## src/rtl/comp_2_table_writer_pkg.sv

```systemverilog
// Shared constants and types for the 2-bit comparator lookup table.
package comp_2_table_writer_pkg;

    localparam int unsigned CMP_DEPTH = 16;
    localparam int unsigned CMP_WIDTH = 4;

    // Bit positions of the flags inside a table word; bit 0 is always zero.
    localparam int unsigned CMP_GT = 3;
    localparam int unsigned CMP_LT = 2;
    localparam int unsigned CMP_EQ = 1;

    typedef enum logic {
        S_LOAD  = 1'b0,
        S_READY = 1'b1
    } cmp_state_t;

endpackage : comp_2_table_writer_pkg

```

## src/rtl/comp_2_ram_16x4.sv

```systemverilog
// Table storage: synchronous write, asynchronous read, no reset on contents.
module comp_2_ram_16x4 #(
    parameter int unsigned DEPTH = 16,
    parameter int unsigned WIDTH = 4
) (
    input  logic                     i_clk,
    input  logic                     i_we,
    input  logic [$clog2(DEPTH)-1:0] i_waddr,
    input  logic [WIDTH-1:0]         i_wdata,
    input  logic [$clog2(DEPTH)-1:0] i_raddr,
    output logic [WIDTH-1:0]         o_rdata
);

    logic [WIDTH-1:0] r_mem [DEPTH];

    // Single write port, updated on the clock edge.
    always_ff @(posedge i_clk) begin
        if (i_we) begin
            r_mem[i_waddr] <= i_wdata;
        end
    end

    // Combinational read returns the pre-edge word, giving read-before-write.
    assign o_rdata = r_mem[i_raddr];

endmodule : comp_2_ram_16x4

```

## src/rtl/comp_2_table_writer.sv

```systemverilog
// Sweeps the comparator table into RAM after reset, then serves lookups
// through a valid/ready handshake and accepts single-word overwrites.
module comp_2_table_writer
    import comp_2_table_writer_pkg::*;
#(
    parameter int unsigned DEPTH = CMP_DEPTH,
    parameter int unsigned WIDTH = CMP_WIDTH
) (
    input  logic                     clock,
    input  logic                     reset,
    input  logic                     req_valid,
    output logic                     req_ready,
    input  logic [1:0]               A,
    input  logic [1:0]               B,
    output logic                     rsp_valid,
    output logic [WIDTH-1:0]         rsp_data,
    output logic                     A_gt_B,
    output logic                     A_lt_B,
    output logic                     A_eq_B,
    input  logic                     wr_en,
    input  logic [$clog2(DEPTH)-1:0] wr_addr,
    input  logic [WIDTH-1:0]         wr_data,
    output logic                     load_done
);

    localparam int unsigned AW = $clog2(DEPTH);

    cmp_state_t       r_state;
    logic [AW-1:0]    r_load_addr;
    logic             r_req_ready;
    logic             r_rsp_valid;
    logic [WIDTH-1:0] r_rsp_data;
    logic             r_load_done;

    logic             w_we;
    logic [AW-1:0]    w_waddr;
    logic [WIDTH-1:0] w_wdata;
    logic [AW-1:0]    w_raddr;
    logic [WIDTH-1:0] w_rdata;
    logic             w_fire;

    // Comparator word for address {a[1:0], b[1:0]}; exactly one flag set.
    function automatic logic [WIDTH-1:0] gen(input logic [AW-1:0] addr);
        logic [1:0] a;
        logic [1:0] b;
        gen = '0;
        a   = addr[3:2];
        b   = addr[1:0];
        if (a > b) begin
            gen[CMP_GT] = 1'b1;
        end else if (a < b) begin
            gen[CMP_LT] = 1'b1;
        end else begin
            gen[CMP_EQ] = 1'b1;
        end
    endfunction

    assign w_raddr = {A, B};
    assign w_fire  = req_valid && r_req_ready;

    // Write-port mux: the sweep owns the port in LOAD, the external port in READY.
    always_comb begin
        w_we    = 1'b0;
        w_waddr = r_load_addr;
        w_wdata = gen(r_load_addr);
        if (!reset) begin
            if (r_state == S_LOAD) begin
                w_we = 1'b1;
            end else begin
                w_we    = wr_en;
                w_waddr = wr_addr;
                w_wdata = wr_data;
            end
        end
    end

    comp_2_ram_16x4 #(
        .DEPTH (DEPTH),
        .WIDTH (WIDTH)
    ) u_ram (
        .i_clk   (clock),
        .i_we    (w_we),
        .i_waddr (w_waddr),
        .i_wdata (w_wdata),
        .i_raddr (w_raddr),
        .o_rdata (w_rdata)
    );

    // Sweep/serve FSM with registered handshake and response outputs.
    always_ff @(posedge clock) begin
        if (reset) begin
            r_state     <= S_LOAD;
            r_load_addr <= '0;
            r_req_ready <= 1'b0;
            r_rsp_valid <= 1'b0;
            r_rsp_data  <= '0;
            r_load_done <= 1'b0;
        end else if (r_state == S_LOAD) begin
            r_load_addr <= r_load_addr + AW'(1);
            r_rsp_valid <= 1'b0;
            if (r_load_addr == AW'(DEPTH - 1)) begin
                r_state     <= S_READY;
                r_req_ready <= 1'b1;
                r_load_done <= 1'b1;
            end
        end else begin
            r_rsp_valid <= w_fire;
            if (w_fire) begin
                r_rsp_data <= w_rdata;
            end
        end
    end

    assign req_ready = r_req_ready;
    assign rsp_valid = r_rsp_valid;
    assign rsp_data  = r_rsp_data;
    assign load_done = r_load_done;
    assign A_gt_B    = r_rsp_data[CMP_GT];
    assign A_lt_B    = r_rsp_data[CMP_LT];
    assign A_eq_B    = r_rsp_data[CMP_EQ];

endmodule : comp_2_table_writer

```

## config.mk

```make
export PLATFORM = sky130hd
export DESIGN_NAME = comp_2_table_writer
export DESIGN_NICKNAME = d
export VERILOG_FILES = /design/src/rtl/comp_2_table_writer_pkg.sv /design/src/rtl/comp_2_ram_16x4.sv /design/src/rtl/comp_2_table_writer.sv
export SDC_FILE = /design/constraint.sdc
export NUM_CORES = 1
export LEC_CHECK = 0
export CORE_ASPECT_RATIO = 1.1
export CORE_MARGIN = 10
export CORE_UTILIZATION = 52
export CTS_BUF_LIST = sky130_fd_sc_hd__clkbuf_16
export DETAILED_ROUTE_END_ITERATION = 16
export PLACE_DENSITY = 0.85
export RECOVER_POWER = 50
export SLEW_MARGIN = 20
export SYNTH_ARGS = -nofsm -noshare
export SYNTH_HDL_FRONTEND = slang
export SYNTH_HIERARCHICAL = 1
export SYNTH_SLANG_ARGS = --single-unit
export TNS_END_PERCENT = 20
```

## constraint.sdc

```tcl
create_clock -name clock -period 2.1 [get_ports clock]
set_input_delay 0.315 -clock clock [delete_from_list [all_inputs] [get_ports clock]]
set_output_delay 0.315 -clock clock [all_outputs]
set_load 0.02 [all_outputs]
```

==> impl_results.md, run 1 <==
- Final HPWL DP: 4330 um
- Die area: 0.00967 mm2
- Worst slew margin: 0.438
- Max Freq: 490 MHz
- Yosys warning total: 6
- Slowest stage cell, crit path: or3b_2
- Pre-antenna DRT Iters: 4
- Clock power frac: 0.444
- Hold-fix buffers at CTS: 0
- Post-synthesis cell count: 193
- R2R Path Start: r_state
- GP Congestion: 0.732
- # resized after CTS: 1
- Synth Net Count: 212
- Hold Path Sink: rsp_data[0]
- Port bufs: 25
- Int Pwr: 2.82 mW
- Initial antenna violation count: 0
- Maximum clock path buffer count: 2
- Residual DRC: 0
- Seq/Total Area, Yosys: 0.671
- Reg2Reg Depth: 5
- CP Class: input port to flop
- First-pass GRT wire length: 9430 um
- Switching pwr: 0.682 mW
- Worst-Skew Late Latency: 320 ps
- FP Rows: 29
- Pwr per Cell Area: 879 mW/mm2
- PnR Total Power: 3.50 mW
- CTS tree: done
- Max incr delay on CP: 530 ps
- Post-synthesis cell type count: 33
- Fin. max-slew vios: 0
- Clock skew: 6.11 ps
- Flop2flop setup slack: 170 ps
- Grt total ovfl: 0
- MaxCap Viol Count: 0
- Num CTS Buffers: 9
- Layout area overhead: 24.8%
- Core area: 0.00588 mm2
- Peak supply drop: 0.000591 V
- Antenna Cells: 0
- Nets: 266
- Clock Tree Root: clkbuf_16
- EDFF count, synth: 64
- Final Cycle Share: 0.972
- Routed WL: 6030 um
- Status: finished clean
- Vias in the first global route: 1861
- Reg2reg end: u_ram/r_mem[2][2]
- Antenna Violating Nets Remaining: 0
- Worst setup EP type: flop
- Static Leak: 1.51 nW
- Combinational Power Share: 0.074
- Post-CTS Setup Inserts: 0
- Chip width: 94.7 um
- Pin count of the biggest net entering global routing: 17
- Vias/cell: 5.50
- 1st-iter DRT viols: 115
- RSZ-0062 raised after global routing: false
- Hold Path Origin: rsp_data[0]
- Die Y: 102 um
- Post-DR wirelength/cell: 18.3 um
- Worst EP arrival: 2080 ps
- Worst EP required: 2140 ps
- Initial core utilization: 0.543
- Final Hold Fails: 0
- Switching portion of total power: 0.195
- Layout cells sized above 1: 0.198
- Total Routing Usage GR: 0.133
- Worst-Margin Slew: 843 ps
- Yosys reg bits: 75
- Final Util: 0.677
- Crit-path cells: clkdlybuf4s50_1 -> nor2b_4 -> mux2_2 -> or3b_2 -> nor2_1 -> buf_4
- IO Pins: 26
- Max H-tree Level: 3
- Post-synth ARST share: 0
- CP startpoint kind: input port
- Min-Delay Path Class: flop to flop
- Synth Flop Type: edfxtp_1
- Clock transition at path regs: 60 ps
- Flop pwr share: 0.482
- Min Tclk post-route: 2040 ps
- Mapped Area: 0.00319 mm2
- Critical-path maximum fanout: 4
- Endpoints failing setup: 0
- Clock sinks: 75
- Hold depth: 2
- Syn avg cell area: 16.5 um2
- Vias: 1810
-- cell usage in the layout (no fill, tap or decap), drive strengths merged --
cell           count
a21oi              1
a22oi              4
a31oi              2
and2               1
buf               25
bufinv             2
clkbuf            13
clkdlybuf4s50     17
clkinv             2
dfxtp             11
dlygate4sd3        8
edfxtp            64
ha                 3
inv                6
mux2               2
mux2i              5
mux4              16
nand2             11
nand2b             2
nand3             10
nand3b             2
nand4b             1
nor2              24
nor2b              6
nor3               4
o21ai              4
o31ai              2
or3b               1
xnor2              1
xor2               2
-- metal layers --
layer	part of all wire	routed length, um	global-route usage	vias up
li1	-	-	-	863
met1	0.40	2390	0.143	880
met2	0.52	3170	0.235	58
met3	0.059	355	0.0337	9
met4	0.020	119	0.0726	0
met5	0	0	0	-
-- final cells by class --
| class | count | area [um2] |
|---|---|---|
| sequential | 75 | 2140 |
| fill | 417 | 1900 |
| multi-input combinational | 104 | 953 |
| timing repair buffer | 54 | 469 |
| clock buffer | 9 | 225 |
| tap | 77 | 96.3 |
| clock inverter | 7 | 83.8 |
| inverter | 3 | 11.3 |
-- power groups by stage --
stage | registers [mW] | logic (mW) | clock network [mW]
finish | 1.69 | 0.257 | 1.55
global route | 1.69 | 0.281 | 1.64
CTS | 1.69 | 0.266 | 1.58
detailed placement | 1.72 | 0.260 | 0
global placement | 1.72 | 0.247 | 0
floorplan | 1.71 | 0.142 | 0
-- worst max-delay path: cells and delay by family --
kind,cells,cell delay (ps)
mux,1,360
simple gates,3,800
buf+inv,2,610
-- cells in the mapped netlist (all sizes together), types with 2 or more instances --
cell type	number	area, um2
a22oi	4	30.0
a31oi	2	12.5
buf	10	93.8
dfxtp	11	220
edfxtp	64	1920
ha	3	37.5
inv	3	11.3
mux2	2	22.5
mux2i	5	50.1
mux4	16	413
nand2	11	41.3
nand2b	2	12.5
nand3	10	55.1
nand3b	2	15.0
nor2	24	90.1
nor2b	6	45.0
nor3	4	20.0
o21ai	4	20.0
o31ai	2	20.0
xor2	2	17.5
-- flip-flops by register name, summed over array words and instances (netlist names) --
signal,flops
u_ram/r_mem,64
r_load_addr,4
rsp_data,4
load_done,1
r_state,1
rsp_valid,1
-- cell families after synthesis --
family,Yosys count,synth area share
AND/OR/NAND/NOR,62,0.0949
buffers and inverters,14,0.0341
XOR/XNOR,3,0.00824
multiplexers,23,0.152
AO/OA/AOI/OAI,13,0.0274
adder cells (fa/ha/maj),3,0.0118
flip-flops,75,0.671
-- worst max path at each step --
| stage | from | to | slack, ps | depth (start not counted) |
|---|---|---|---|---|
| after global placement | reset | u_ram/r_mem[1][0] | -250 | 5 |
| after global routing | reset | u_ram/r_mem[2][3] | 0.5 | 6 |
| after CTS | reset | u_ram/r_mem[1][0] | 4 | 5 |
| final | reset | u_ram/r_mem[2][2] | 60 | 6 |
| after floorplan | r_state | u_ram/r_mem[0][0] | 100 | 5 |
| after detailed placement | reset | u_ram/r_mem[0][2] | -340 | 5 |
-- per-stage QoR --
stage,area (um2),hold slack [ps],setup WS (ps),instances,TNS (ps)
after floorplan,3200,387,96.4,193,0
after global placement,3670,475,-254,313,-10150
after detailed placement,3670,484,-339,313,-12180
after CTS,3990,498,4.31,329,0
after global routing,3980,516,0.468,329,0
final,3980,484,59.4,329,0
Power figures use the tool's default switching activity.
==> run 2: changes to the inputs <==
--- a/config.mk
+++ b/config.mk
@@ -5,9 +5,11 @@
 export SDC_FILE = /design/constraint.sdc
 export NUM_CORES = 1
 export LEC_CHECK = 0
+export CELL_PAD_IN_SITES_DETAIL_PLACEMENT = 1
+export CELL_PAD_IN_SITES_GLOBAL_PLACEMENT = 1
 export CORE_ASPECT_RATIO = 1.1
 export CORE_MARGIN = 10
-export CORE_UTILIZATION = 52
+export CORE_UTILIZATION = 44
 export CTS_BUF_LIST = sky130_fd_sc_hd__clkbuf_16
 export DETAILED_ROUTE_END_ITERATION = 16
 export PLACE_DENSITY = 0.85
==> run 2 against run 1 <==
  * Clock-buffer cell count rose by 2
  * Power fell by 2.7%
  * Clock skew barely moved
  * Global-route usage fell by 0.46 points
  * Largest cell class unchanged
==> impl_results.md, run 2 (synthesis gave the netlist of run 1 again) <==
- Status: finished clean
- Final worst slack: 171 ps
- Die Y: 109 um
- Worst EP required: 2310 ps
- Critical Path Sink: rsp_data[0]
- Final Util: 0.566
- Slowest stage cell, crit path: mux4_1
- Max incr delay on CP: 600 ps
- Reg2Reg Depth: 6
- Port bufs: 25
- Post-CTS Setup Inserts: 0
- Critical-path maximum fanout: 14
- Final Cycle Share: 0.919
- Multi-input logic area: 953 um2
- Max FFs per register: 64
- Post-route cell area: 0.00399 mm2
- Worst setup EP type: flop
- FP Rows: 32
- Total Routing Usage GR: 0.128
- IO Pins: 26
- Pre-CTS setup slack: -352 ps
- Grt total ovfl: 0
- Worst EP arrival: 2140 ps
- Layout cells sized above 1: 0.194
- MaxCap Viol Count: 0
- Clock transition at path regs: 60 ps
- First-pass GRT wire length: 10800 um
- Fin. max-slew vios: 0
- Layout area overhead: 25.1%
- Pre-antenna DRT Iters: 4
- Hold-fix buffers at CTS: 0
- Crit path buf inv count: 2
- Clock skew: 6.33 ps
- Pin count of the biggest net entering global routing: 17
- Maximum clock path buffer count: 2
- Post-DR wirelength/cell: 19.8 um
- CP Depth: 7
- Final Hold Fails: 0
- CP Class: input port to flop
- Final HPWL DP: 4950 um
- R2R Path Start: r_state
- Die area: 0.0111 mm2
- Core area: 0.00705 mm2
- Vias: 1833
- Largest delay share family, worst path: multiplexers
- Critical path launch point: B[0]
- GP Congestion: 0.783
- Clock Tree Root: clkbuf_16
- Residual DRC: 0
- CP startpoint kind: input port
- Max Freq: 518 MHz
- Initial antenna violation count: 0
- Worst-Skew Late Latency: 330 ps
- Antenna Cells: 0
- Worst hold margin: 475 ps
- Initial core utilization: 0.453
- Pwr per Cell Area: 853 mW/mm2
- Chip width: 101 um
- Worst slew margin: 0.443
- Min Tclk post-route: 1930 ps
- Static Leak: 1.52 nW
- Crit-path cells: clkdlybuf4s50_1 -> buf_12 -> mux4_1 -> a22oi_1 -> nand3_1 -> mux2i_1 -> nor2_1
- Commonest non-fill, non-tap cell in the layout: edfxtp_1
- Placed cell area: 0.00370 mm2
- Vias in the first global route: 2020
- Peak supply drop: 0.000533 V
- Num CTS Buffers: 9
- Antenna Violating Nets Remaining: 0
- Reg2reg end: u_ram/r_mem[12][1]
- Max H-tree Level: 3
- CTS tree: done
- Min-Delay Path Class: input port to flop
- Clock sinks: 75
- Vias/cell: 5.44
- Nets: 266
- Reg area: 0.00214 mm2
- Flop2flop setup slack: 210 ps
- Routed WL: 6680 um
- Endpoints failing setup: 0
- Most frequent cells in the layout: edfxtp_1 (64), buf_4 (23), nor2_1 (22)
- Largest reg by FF count: u_ram/r_mem
- PnR Total Power: 3.41 mW
- RSZ-0062 raised after global routing: false
- Worst-Margin Slew: 835 ps
- Number of fillers in the final layout: 687
- 1st-iter DRT viols: 96
==> run 2: cell types whose count changed in the layout (fill, tap and decap cells not counted), sizes merged <==
cell / before / now
bufinv: 2 / 0
clkbuf: 13 / 15
clkdlybuf4s50: 17 / 14
dlygate4sd3: 8 / 10
dlymetal6s2s: 0 / 1
==> run 2: area by class of cell <==
cell class	count	area share
flip-flops and latches	75	0.537
multi-input cells	104	0.239
repair buffers	54	0.121
clock buffers	11	0.0690
well taps	85	0.0266
clock inverters	5	0.00470
inverters	3	0.00282
==> run 2: power breakdown <==
part	total [mW]	internal [mW]	switching [mW]
sequential	1.69	1.68	0.0135
clock	1.45	0.921	0.530
combinational	0.265	0.120	0.146
total	3.41	2.72	0.690
==> run 2: worst min-delay path, delay by kind of cell <==
family | cells | cell delay [ps]
buf+inv | 2 | 370
simple gates | 1 | 60
==> run 2: how the worst min path moves through the flow <==
stage,startpoint,endpoint,cells after the start
after floorplan,reset,r_load_addr[0],1
after global placement,rsp_data[0],rsp_data[0],2
after detailed placement,rsp_data[2],rsp_data[2],2
after CTS,rsp_data[2],rsp_data[2],2
after global routing,reset,r_load_addr[3],3
final,reset,rsp_data[1],3
==> run 2: per-stage QoR <==
step / std cells / setup TNS, ps
6_report: 337 / 0
5_1_grt: 337 / 0
4_1_cts: 337 / 0
3_5_place_dp: 321 / -16590
3_3_place_gp: 321 / -11280
2_1_floorplan: 193 / 0
==> run 2: per-layer routing <==
layer,routed length (um),vias up,GRT usage
met5,0,-,0
met3,347,8,0.0402
met4,80,0,0.0448
li1,-,861,-
met1,2910,919,0.156
met2,3340,45,0.211
==> run 2: repair_timing <==
| item | 4_1_cts | 5_1_grt |
|---|---|---|
| resized for setup | 2 | 4 |
| cloned | 0 | 0 |
| setup endpoints to repair | 6 | 44 |
| pin swaps | 0 | 0 |
==> run 3: changes to the inputs <==
--- a/config.mk
+++ b/config.mk
@@ -14,6 +14,7 @@
 export DETAILED_ROUTE_END_ITERATION = 16
 export PLACE_DENSITY = 0.85
 export RECOVER_POWER = 50
+export REMOVE_ABC_BUFFERS = 1
 export SLEW_MARGIN = 20
 export SYNTH_ARGS = -nofsm -noshare
 export SYNTH_HDL_FRONTEND = slang
==> run 3 against run 2 <==
  * Critical path depth fell by 2
  * Sequential share of layout area rose by 0.42 points
  * Power rose by 0.71%
  * Final area fell by 0.78%
  * Register-to-register slack got worse by 50 ps
==> impl_results.md, run 3 (synthesis gave the netlist of run 1 again) <==
- Status: finished clean
- Worst-Skew Late Latency: 330 ps
- Layout area overhead: 24.1%
- 1st-iter DRT viols: 48
- Max Freq: 515 MHz
- Endpoints failing setup: 0
- Layout cells sized above 1: 0.191
- MaxCap Viol Count: 0
- Pre-antenna DRT Iters: 4
- Peak supply drop: 0.000489 V
- Final Cycle Share: 0.925
- Min-Delay Path Class: flop to flop
- Worst-Margin Slew: 918 ps
- Clock skew: 4.62 ps
- Num CTS Buffers: 9
- Vias/cell: 5.54
- Grt total ovfl: 0
- Fin. max-slew vios: 0
- Worst setup EP type: flop
- PnR Total Power: 3.43 mW
- Worst slew margin: 0.388
- Pin count of the biggest net entering global routing: 17
- Antenna Violating Nets Remaining: 0
- First-pass GRT wire length: 10700 um
- Commonest non-fill, non-tap cell in the layout: edfxtp_1
- Critical-path maximum fanout: 4
- CP Class: flop to flop
- Die area: 0.0111 mm2
- Clock Tree Root: clkbuf_16
- GP Congestion: 0.775
- Worst hold margin: 498 ps
- Maximum clock path buffer count: 2
- Fin Setup TNS: 0 ps
- Min Tclk post-route: 1940 ps
- Reg area: 0.00214 mm2
- Final HPWL DP: 4920 um
- Chip width: 101 um
- Residual DRC: 0
- CP startpoint kind: flop
- Final worst slack: 158 ps
- FP Rows: 32
- Max FFs per register: 64
- Vias: 1860
- Worst EP arrival: 1990 ps
- Clock sinks: 75
- Port bufs: 25
- Initial core utilization: 0.453
- Flop2flop setup slack: 160 ps
- DP Cell Count: 320
- Pwr per Cell Area: 866 mW/mm2
- Max H-tree Level: 3
- Most frequent cells in the layout: edfxtp_1 (64), nor2_1 (24), buf_4 (22)
- RSZ-0062 raised after global routing: false
- Largest reg by FF count: u_ram/r_mem
- Final Hold Fails: 0
- Antenna Cells: 0
- Pre-CTS setup slack: -343 ps
- CTS tree: done
- Initial antenna violation count: 0
- Die Y: 109 um
- Post-DR wirelength/cell: 20.1 um
- Core area: 0.00705 mm2
- Non-Filler Instances: 336
- Nets: 265
- Worst EP required: 2150 ps
- IO Pins: 26
- Vias in the first global route: 2001
- Clock transition at path regs: 60 ps
- Number of fillers in the final layout: 675
- Static Leak: 1.49 nW
- Total Routing Usage GR: 0.130
- Multi-input logic area: 935 um2
- Routed WL: 6750 um
==> run 3: worst paths after layout <==
path,cells past startpoint,endpoint,from
min reg2reg,2,rsp_data[0],rsp_data[0]
min,2,rsp_data[0],rsp_data[0]
max reg2reg,5,u_ram/r_mem[0][2],r_state
max,5,u_ram/r_mem[0][2],r_state
==> run 3: report_power, final <==
part	leakage, nW	internal [mW]	switching (mW)	total, mW
combinational	0.662	0.116	0.142	0.257
sequential	0.691	1.67	0.0122	1.69
clock	0.141	0.914	0.572	1.49
total	1.49	2.70	0.726	3.43
==> run 3: critical path, stage by stage (launching register included) <==
cell and delay, ps:
dfxtp_1 340, nor2b_4 160, mux2_2 350, or3b_2 500, nor3_1 150, buf_4 170
==> run 3: final cells by class <==
class,instances,area share
multi-input cells,104,0.236
inverters,3,0.00284
clock buffers,9,0.0569
repair buffers,53,0.119
flip-flops and latches,75,0.541
clock inverters,7,0.0171
well taps,85,0.0269
==> run 3: layer usage <==
metal  GRT usage  vias up  wire, um
met3      0.0352       13       347
met5           0        -         0
met1       0.151      930      2880
li1            -      861         -
met2       0.211       56      3380
met4      0.0757        0       147
==> run 3: timing repair <==
action	4_1_cts	5_1_grt
endpoints found under the setup margin	4	0
hold buffers	0	0
setup buffers	0	0
resized for setup	1	0
==> run 3: metrics by stage <==
stage	util	instance area (um2)
6_report	0.562	3960
5_1_grt	0.562	3960
3_5_place_dp	0.523	3680
4_1_cts	0.564	3980
3_3_place_gp	0.523	3680
2_1_floorplan	-	3090
